### config.mk
export PLATFORM = sky130hd
export DESIGN_NAME = dct_2d_sched_flat
export DESIGN_NICKNAME = d
export VERILOG_FILES = /design/src/rtl/dct_2d_sched_pkg.sv /design/src/rtl/dct_2d_sched_if.sv /design/src/rtl/dct_2d_sched_wait_timer.sv /design/src/rtl/dct_2d_sched.sv /design/src/flat_wrapper.sv
export SDC_FILE = /design/constraint.sdc
export NUM_CORES = 1
export LEC_CHECK = 0
export ABC_AREA = 0
export BUFFER_PORTS_ARGS = -buffer_cell sky130_fd_sc_hd__buf_4
export CELL_PAD_IN_SITES_DETAIL_PLACEMENT = 0
export CELL_PAD_IN_SITES_GLOBAL_PLACEMENT = 1
export CORE_MARGIN = 10
export CORE_UTILIZATION = 40
export CTS_CLUSTER_DIAMETER = 150
export CTS_CLUSTER_SIZE = 8
export DETAILED_ROUTE_END_ITERATION = 10
export PLACE_DENSITY = 0.79
export SETUP_SLACK_MARGIN = 0.5
export SKIP_CTS_REPAIR_TIMING = 1
export SLEW_MARGIN = 20
export SYNTH_ARGS = -nofsm -noshare
export SYNTH_HDL_FRONTEND = slang
export SYNTH_SLANG_ARGS = --single-unit
### constraint.sdc
create_clock -name clk -period 2.46 [get_ports clk]
set_clock_uncertainty 0.2 [all_clocks]
set_input_delay 0.123 -clock clk [delete_from_list [all_inputs] [get_ports clk]]
set_output_delay 0.123 -clock clk [all_outputs]
set_load 0.1 [all_outputs]
### src/rtl/dct_2d_sched_pkg.sv
// Shared control types for the 2-D DCT datapath: FSM states, vector index type and
// the default pass length / wait budget used by the scheduler, stage and transpose buffer.
package dct_ctrl_pkg;

  localparam int DCT_DIM     = 8;
  localparam int DCT_TIMEOUT = 64;
  localparam int VEC_W       = $clog2(DCT_DIM);

  typedef logic [VEC_W-1:0] vec_idx_t;

  typedef enum logic [2:0] {
    IDLE, CLR1, FEED1, WAIT1, CLR2, FEED2, WAIT2, OUT
  } state_e;

  function automatic logic is_wait(input state_e s);
    return (s == WAIT1) || (s == WAIT2);
  endfunction

endpackage

### src/rtl/dct_2d_sched_if.sv
// Block handshake plus stage control bundle between the scheduler (master) and its
// surroundings: block source, dct stage, transpose buffer and quantizer (slave).
interface dct_sched_if #(parameter int CNT_W = 16) ();

  logic                     blk_valid;
  logic                     blk_ready;
  logic                     approx_req;
  logic                     stage_clr;
  logic                     stage_en;
  dct_ctrl_pkg::vec_idx_t   vec_idx;
  logic                     pass_sel;
  logic                     approx_en;
  logic                     stage_done;
  logic                     cap_en;
  logic                     out_valid;
  logic                     out_ready;
  logic                     err_timeout;
  logic [CNT_W-1:0]         blk_cnt;

  modport master (
    input  blk_valid, approx_req, stage_done, out_ready,
    output blk_ready, stage_clr, stage_en, vec_idx, pass_sel, approx_en,
           cap_en, out_valid, err_timeout, blk_cnt
  );

  modport slave (
    output blk_valid, approx_req, stage_done, out_ready,
    input  blk_ready, stage_clr, stage_en, vec_idx, pass_sel, approx_en,
           cap_en, out_valid, err_timeout, blk_cnt
  );

endinterface

### src/rtl/dct_2d_sched_wait_timer.sv
// Loadable up-counter that flags expiry once TIMEOUT cycles have been counted;
// it stops at TIMEOUT so the flag stays up until the next load.
module dct_wait_timer #(
  parameter int TIMEOUT = 64
) (
  input  logic clk,
  input  logic rst,
  input  logic load_i,
  input  logic en_i,
  output logic expired_o
);

  localparam int CW = $clog2(TIMEOUT + 1);

  logic [CW-1:0] count_q, count_d;

  always_comb begin
    count_d = count_q;
    if (load_i) begin
      count_d = '0;
    end else if (en_i && !expired_o) begin
      count_d = count_q + 1'b1;
    end
  end

  always_ff @(posedge clk) begin
    if (rst) begin
      count_q <= '0;
    end else begin
      count_q <= count_d;
    end
  end

  assign expired_o = (count_q == CW'(TIMEOUT));

endmodule

### src/rtl/dct_2d_sched.sv
// Drives one shared dct stage through the column pass, transpose capture and row pass
// of an 8x8 block, with block-level valid/ready on both sides and a wait-state watchdog.
module dct_2d_sched
  import dct_ctrl_pkg::*;
#(
  parameter int DIM     = DCT_DIM,
  parameter int TIMEOUT = DCT_TIMEOUT,
  parameter int CNT_W   = 16
) (
  input  logic         clk,
  input  logic         rst,
  dct_sched_if.master  bus
);

  state_e           state_q, state_d;
  vec_idx_t         vec_q, vec_d;
  logic             approx_q, approx_d;
  logic             err_q, err_d;
  logic             abort_clr_q, abort_clr_d;
  logic [CNT_W-1:0] cnt_q, cnt_d;
  logic             feeding;
  logic             expired;

  assign feeding = (state_q == FEED1) || (state_q == FEED2);

  // Timer is reloaded throughout each feed run so it reads zero on the first WAIT cycle.
  dct_wait_timer #(.TIMEOUT(TIMEOUT)) u_timer (
    .clk       (clk),
    .rst       (rst),
    .load_i    (feeding),
    .en_i      (is_wait(state_q)),
    .expired_o (expired)
  );

  always_comb begin
    state_d     = state_q;
    vec_d       = vec_q;
    approx_d    = approx_q;
    err_d       = err_q;
    abort_clr_d = 1'b0;
    cnt_d       = cnt_q;
    case (state_q)
      IDLE: begin
        if (bus.blk_valid) begin
          approx_d = bus.approx_req;
          state_d  = CLR1;
        end
      end
      CLR1: begin
        vec_d   = '0;
        state_d = FEED1;
      end
      FEED1, FEED2: begin
        vec_d = vec_idx_t'(vec_q + 1'b1);
        if (vec_q == vec_idx_t'(DIM - 1)) begin
          vec_d   = '0;
          state_d = (state_q == FEED1) ? WAIT1 : WAIT2;
        end
      end
      WAIT1, WAIT2: begin
        // stage_done beats an expiring timer in the same cycle.
        if (bus.stage_done) begin
          state_d = (state_q == WAIT1) ? CLR2 : OUT;
        end else if (expired) begin
          err_d       = 1'b1;
          abort_clr_d = 1'b1;
          state_d     = IDLE;
        end
      end
      CLR2: begin
        vec_d   = '0;
        state_d = FEED2;
      end
      OUT: begin
        if (bus.out_ready) begin
          cnt_d   = cnt_q + 1'b1;
          state_d = IDLE;
        end
      end
      default: state_d = IDLE;
    endcase
  end

  always_ff @(posedge clk) begin
    if (rst) begin
      state_q     <= IDLE;
      vec_q       <= '0;
      approx_q    <= 1'b0;
      err_q       <= 1'b0;
      abort_clr_q <= 1'b0;
      cnt_q       <= '0;
    end else begin
      state_q     <= state_d;
      vec_q       <= vec_d;
      approx_q    <= approx_d;
      err_q       <= err_d;
      abort_clr_q <= abort_clr_d;
      cnt_q       <= cnt_d;
    end
  end

  // cap_en is the one deliberate input-to-output path: the buffer must latch in the done cycle.
  assign bus.blk_ready   = (state_q == IDLE);
  assign bus.stage_clr   = (state_q == CLR1) || (state_q == CLR2) || abort_clr_q;
  assign bus.stage_en    = feeding;
  assign bus.vec_idx     = feeding ? vec_q : '0;
  assign bus.pass_sel    = (state_q == CLR2) || (state_q == FEED2) ||
                           (state_q == WAIT2) || (state_q == OUT);
  assign bus.approx_en   = approx_q && (state_q != IDLE);
  assign bus.cap_en      = (state_q == WAIT1) && bus.stage_done;
  assign bus.out_valid   = (state_q == OUT);
  assign bus.err_timeout = err_q;
  assign bus.blk_cnt     = cnt_q;

endmodule

### src/flat_wrapper.sv
// flat-port wrapper written by rule: the top's interface ports become plain ports
module dct_2d_sched_flat import dct_ctrl_pkg::*;
#(
  parameter int DIM     = DCT_DIM,
  parameter int TIMEOUT = DCT_TIMEOUT,
  parameter int CNT_W   = 16
)
  (clk, rst, bus_blk_valid, bus_approx_req, bus_stage_done, bus_out_ready, bus_blk_ready, bus_stage_clr, bus_stage_en, bus_vec_idx, bus_pass_sel, bus_approx_en, bus_cap_en, bus_out_valid, bus_err_timeout, bus_blk_cnt);
  dct_sched_if #(.CNT_W(CNT_W)) bus_i ();
  input  logic clk;
  input  logic rst;
  input wire logic [$bits(bus_i.blk_valid)-1:0] bus_blk_valid;
  input wire logic [$bits(bus_i.approx_req)-1:0] bus_approx_req;
  input wire logic [$bits(bus_i.stage_done)-1:0] bus_stage_done;
  input wire logic [$bits(bus_i.out_ready)-1:0] bus_out_ready;
  output wire logic [$bits(bus_i.blk_ready)-1:0] bus_blk_ready;
  output wire logic [$bits(bus_i.stage_clr)-1:0] bus_stage_clr;
  output wire logic [$bits(bus_i.stage_en)-1:0] bus_stage_en;
  output wire logic [$bits(bus_i.vec_idx)-1:0] bus_vec_idx;
  output wire logic [$bits(bus_i.pass_sel)-1:0] bus_pass_sel;
  output wire logic [$bits(bus_i.approx_en)-1:0] bus_approx_en;
  output wire logic [$bits(bus_i.cap_en)-1:0] bus_cap_en;
  output wire logic [$bits(bus_i.out_valid)-1:0] bus_out_valid;
  output wire logic [$bits(bus_i.err_timeout)-1:0] bus_err_timeout;
  output wire logic [$bits(bus_i.blk_cnt)-1:0] bus_blk_cnt;
  assign bus_i.blk_valid = bus_blk_valid;
  assign bus_i.approx_req = bus_approx_req;
  assign bus_i.stage_done = bus_stage_done;
  assign bus_i.out_ready = bus_out_ready;
  assign bus_blk_ready = bus_i.blk_ready;
  assign bus_stage_clr = bus_i.stage_clr;
  assign bus_stage_en = bus_i.stage_en;
  assign bus_vec_idx = bus_i.vec_idx;
  assign bus_pass_sel = bus_i.pass_sel;
  assign bus_approx_en = bus_i.approx_en;
  assign bus_cap_en = bus_i.cap_en;
  assign bus_out_valid = bus_i.out_valid;
  assign bus_err_timeout = bus_i.err_timeout;
  assign bus_blk_cnt = bus_i.blk_cnt;
  dct_2d_sched #(.DIM(DIM), .TIMEOUT(TIMEOUT), .CNT_W(CNT_W)) u_core (.clk(clk), .rst(rst), .bus(bus_i));
endmodule
Yosys cells after proc, flatten, opt, wreduce, memory -nomap -nowiden
Index checks and enable logic that the tools add are counted.
{ "word_totals": {"ff_bits": 32, "input_bits": 6} }
{ "op_classes": {"addsub": 3, "eq_ne": 13, "mux": 12, "n_bitwise": 2, "reduce_logical": 23} }
{ "ops": {"columns": ["op", "count"], "rows": [
  ["$mux W3", 8],
  ["$pmux W3 S6", 1],
  ["$add A16 B1 Y16 const B", 1],
  ["$eq A3 B3 Y1 const B", 5],
  ["$reduce_or A2 Y1", 4],
  ["$add A7 B1 Y7 const B", 1],
  ["$eq A7 B7 Y1 const B", 1],
  ["$logic_or A1 B1 Y1", 7],
  ["$eq A3 B2 Y1 const B", 2],
  ["$pmux W3 S2", 1],
  ["$ne A2 B2 Y1 const B", 2],
  ["$reduce_and A2 Y1", 2],
  ["$reduce_and A4 Y1", 1],
  ["$add A3 B1 Y3 const B", 1],
  ["$eq A3 B1 Y1 const B", 1],
  ["$logic_and A1 B1 Y1", 3],
  ["$logic_not A3 Y1", 1],
  ["$ne A3 B3 Y1 const B", 1],
  ["$reduce_and A3 Y1", 1],
  ["$reduce_bool A3 Y1", 1],
  ["$reduce_or A3 Y1", 1],
  ["$mux W2", 1],
  ["$ne A2 B1 Y1 const B", 1],
  ["$not A1 Y1", 2],
  ["3 further kinds", 3]
]} }

Depth between registers and ports, before layout
{ "logic_depth": {"depth_word": 4, "depth_mapped": 6, "depth_no_buf": 6} }

Modules after synthesis
Synthesis repeated with hierarchy kept, for this count alone.
{ "unflattened": {"hier_cells": 204, "area_unflattened_um2": 1704.1} }
{ "modules_own_cells": {"columns": ["mod", "n_inst", "cells_each", "area_per_inst_um2", "seq_area_each_um2"], "rows": [
  ["dct_2d_sched", 1, 162, 1352.5, 500.5],
  ["dct_wait_timer", 1, 42, 351.6, 140.1]
]} }

Worst setup path before layout
Ideal clock, no wire load.
{ "synth_path": {"kind": "flip-flop to output port", "start": "register u_core.state_q[1]", "end": "output bus_approx_en", "arrival_ps": 4213, "t_required_ps": 2137, "slack_ps": -2076, "path_stages_with_launch": 5, "n_path_buf": 2, "cell_sequence": "dfxtp_1 > buf_2 > buf_1 > nor3_1 > nor2b_1"} }
{ "synth_between": {"elab_chain_cells": 2} }
{ "synth_lines": {"columns": ["item", "line", "rtl"], "rows": [
  ["from (decl)", "dct_2d_sched.sv:15", "state_e state_q, state_d;"],
  ["from (signal assigned)", "dct_2d_sched.sv:93", "state_q <= state_d;"],
  ["$reduce_bool A3 Y1", "dct_2d_sched.sv:109", "assign bus.approx_en = approx_q && (state_q != IDLE);"],
  ["$logic_and A1 B1 Y1", "dct_2d_sched.sv:109", null],
  ["to (decl)", "flat_wrapper.sv:21", "output wire logic [$bits(bus_i.approx_en)-1:0] bus_approx_en;"]
]} }
Every way passes these cells.

Worst setup path in the final report
{ "layout_path": {"start": "register u_core.cnt_q[0] (netlist: u_core.bus.blk_cnt[0])", "end": "register u_core.cnt_q[14] (netlist: u_core.bus.blk_cnt[14])"} }
{ "layout_between": {"elab_chain_cells": 1} }
{ "layout_lines": {"columns": ["item", "line", "rtl"], "rows": [
  ["from (decl)", "dct_2d_sched.sv:20", "logic [CNT_W-1:0] cnt_q, cnt_d;"],
  ["from (signal assigned)", "dct_2d_sched.sv:98", "cnt_q <= cnt_d;"],
  ["$add A16 B1 Y16", "dct_2d_sched.sv:76", "cnt_d = cnt_q + 1'b1;"]
]} }
Every way passes these cells.
A chain may end at the register's enable or synchronous reset.

==> impl_metrics.toml <==
[global_routing]
grt_overflow = 0
grt_usage = 0.121
grt_max_degree = 30
first_global_vias = 1567
grt_antenna_before_repair = 0
grt_pass1_wl_um = 7360

[setup_path]
critPathSlowestCell = "or4_4"
worstSetupPathType = "register to register"
cp.required_ps = 2470
max_stage_delay_ps = 540
end_kind = "register"
cp.depth = 5
path_delay_family = "simple AND/OR/NAND/NOR gates"
ff2ff_path_depth = 5
start_kind = "register"
path_buf_inv = 0
crit_fanout = 4
arrival_ps = 1940
cp_cell_sequence = "ha_4 > nand2_4 > or3_4 > or4_4 > a21oi_2"

[synth]
async_reset_ff_frac = 0
ys_ff_latch = 32
synth_ff_type = "dfxtp_1"
synthCells = 203
synth_top_area_frac = 0.373
synth-edff-count = 0
ys_warn_count = 0
synthTopCellsByArea = "dfxtp_1 (37%), nor2_1 (5.2%), ha_1 (3.6%)"
ys_types = 43
syn-num-nets = 214
post_synth.cell_area_avg_sq_um = 8.46
synth_largest_area_cell = "dfxtp_1"
ys_seq_area_frac = 0.373
syn_area_sq_mm = 0.00172

[final_layout]
antenna_cells = 0
syn_to_final_growth_pct = 39.7
nets = 255
layout-drive-gt1-share = 0.392
final_common_cell = "buf_4"
fillers = 375
layout_common_cells = "buf_4 (38), nor2_1 (24), dfxtp_1 (14)"

[detailed_routing]
route.detailed.drc = 0
drt_iter0_drc = 99
antenna_left = 0
vias = 1615
avgRoutedWirePerCell_um = 14.2
finalWirelength_um = 4190
drt_pass1_iterations = 4
vias_per_cell = 5.47

[timing]
grt_setup_unrepaired = "true"
fmax_mhz = 520
layout_min_cycle_time_ps = 1920
fin_setup_tns_ps = 0
relSlewSlack = 0.733
tightest_slew_ps = 401
setup_viol = 0
hold_viol = 0
slew_viol_final = 0
timing.final.crit_share = 0.782

[power_and_ir_drop]
ir_drop_uv = 265
powerDensity_mw_per_mm2 = 496
p_total_mw = 1.19
cellLeakagePower_nw = 0.964

[clock_network]
cts_tree = "built"
clk-insertion-delay-late_ps = 280
htreeDepth = 2
cts.sink_count = 32
path_clk_slew_ps = 60
cts-root-buf = "clkbuf_8"
clk_path_buf_depth = 2
cts_made_buffers = 5

[placed_design]
hpwl_um = 3000
port_buffers = 32
gp_congestion = 0.745

[worst_hold_path]
hold_path_class = "input pin to register"
hold_depth = 2

[floorplan]
start_util = 0.420
dieArea_sq_mm = 0.00732
die-height_um = 85.5
die_w_um = 85.5
design.core.area_sq_mm = 0.00409
pin_count = 33
rows = 23

[run_status]
outcome = "completed"

[flow_run]
maxCapViolations = 0
[cell families (layout without fill, tap and decap cells)]
| group | after synthesis | after routing | share of synthesized area |
|---|---|---|---|
| buf+inv | 21 | 63 | 0.0473 |
| flops | 32 | 32 | 0.373 |
| fa+ha+maj | 5 | 5 | 0.0364 |
| simple gates | 86 | 86 | 0.272 |
| compound gates | 37 | 37 | 0.146 |
| mux | 8 | 8 | 0.0503 |
| xor+xnor | 14 | 14 | 0.0757 |
[through the flow]
step / hold WS [ps] / setup WS, ps / cells / util / cell area (sq um)
after floorplan: 90.5 / 365 / 203 / - / 1900
after global placement: 210 / 478 / 276 / 0.523 / 2140
after detailed placement: 216 / 422 / 276 / 0.523 / 2140
after CTS: -83.8 / 157 / 284 / 0.543 / 2220
after global routing: 23.5 / 427 / 295 / 0.587 / 2400
final: 14.2 / 535 / 295 / 0.587 / 2400
[layer usage]
| metal | vias up | share of wire | GRT usage |
|---|---|---|---|
| li1 | 818 | - | - |
| met2 | 45 | 0.46 | 0.181 |
| met5 | - | 0 | 0 |
| met3 | 8 | 0.063 | 0.0435 |
| met4 | 0 | 0.021 | 0.0629 |
| met1 | 744 | 0.46 | 0.148 |
[flip-flops by register name (all words and copies together), names as in the netlist]
register / cells
u_core.bus.blk_cnt: 16
u_core.u_timer.count_q: 7
u_core.state_q: 3
u_core.vec_q: 3
u_core.abort_clr_q: 1
u_core.approx_q: 1
u_core.bus.err_timeout: 1
[where the power goes]
part           switching (mW)  internal (mW)  leakage (nW)
Combinational           0.191         0.0855         0.652
Sequential             0.0146          0.522         0.270
Clock                   0.180          0.198        0.0422
[worst paths after layout]
kind	from	slack, ps	endpoint
max reg2reg	u_core.bus.blk_cnt[0]	540	u_core.bus.blk_cnt[14]
max	u_core.bus.blk_cnt[0]	540	u_core.bus.blk_cnt[14]
min	rst	10	u_core.bus.blk_cnt[7]
min reg2reg	u_core.approx_q	260	u_core.approx_q
[synth_stat cells (4+ instances only)]
cell type  number
ha_1            5
nor4_1          6
nor2_1         24
clkbuf_1        8
a21o_1          4
nor2b_1         4
and2_1          4
a21oi_1        11
or3_1           6
nor3_1          4
xor2_1          6
nand3_1         7
nand4_1         8
xnor2_1         7
o21ai_0         6
inv_1           8
nand2_1        12
dfxtp_1        32
[cell type report]
cell class              instances  area, sq um  area share
multi-input cells             150         1140       0.476
flip-flops and latches         32          683       0.285
repair buffers                 46          389       0.162
clock buffers                   7         76.3      0.0318
well taps                      50         62.6      0.0261
inverters                       9         41.3      0.0172
clock inverters                 1         5.00     0.00209
(Power assumes the default switching activity.)
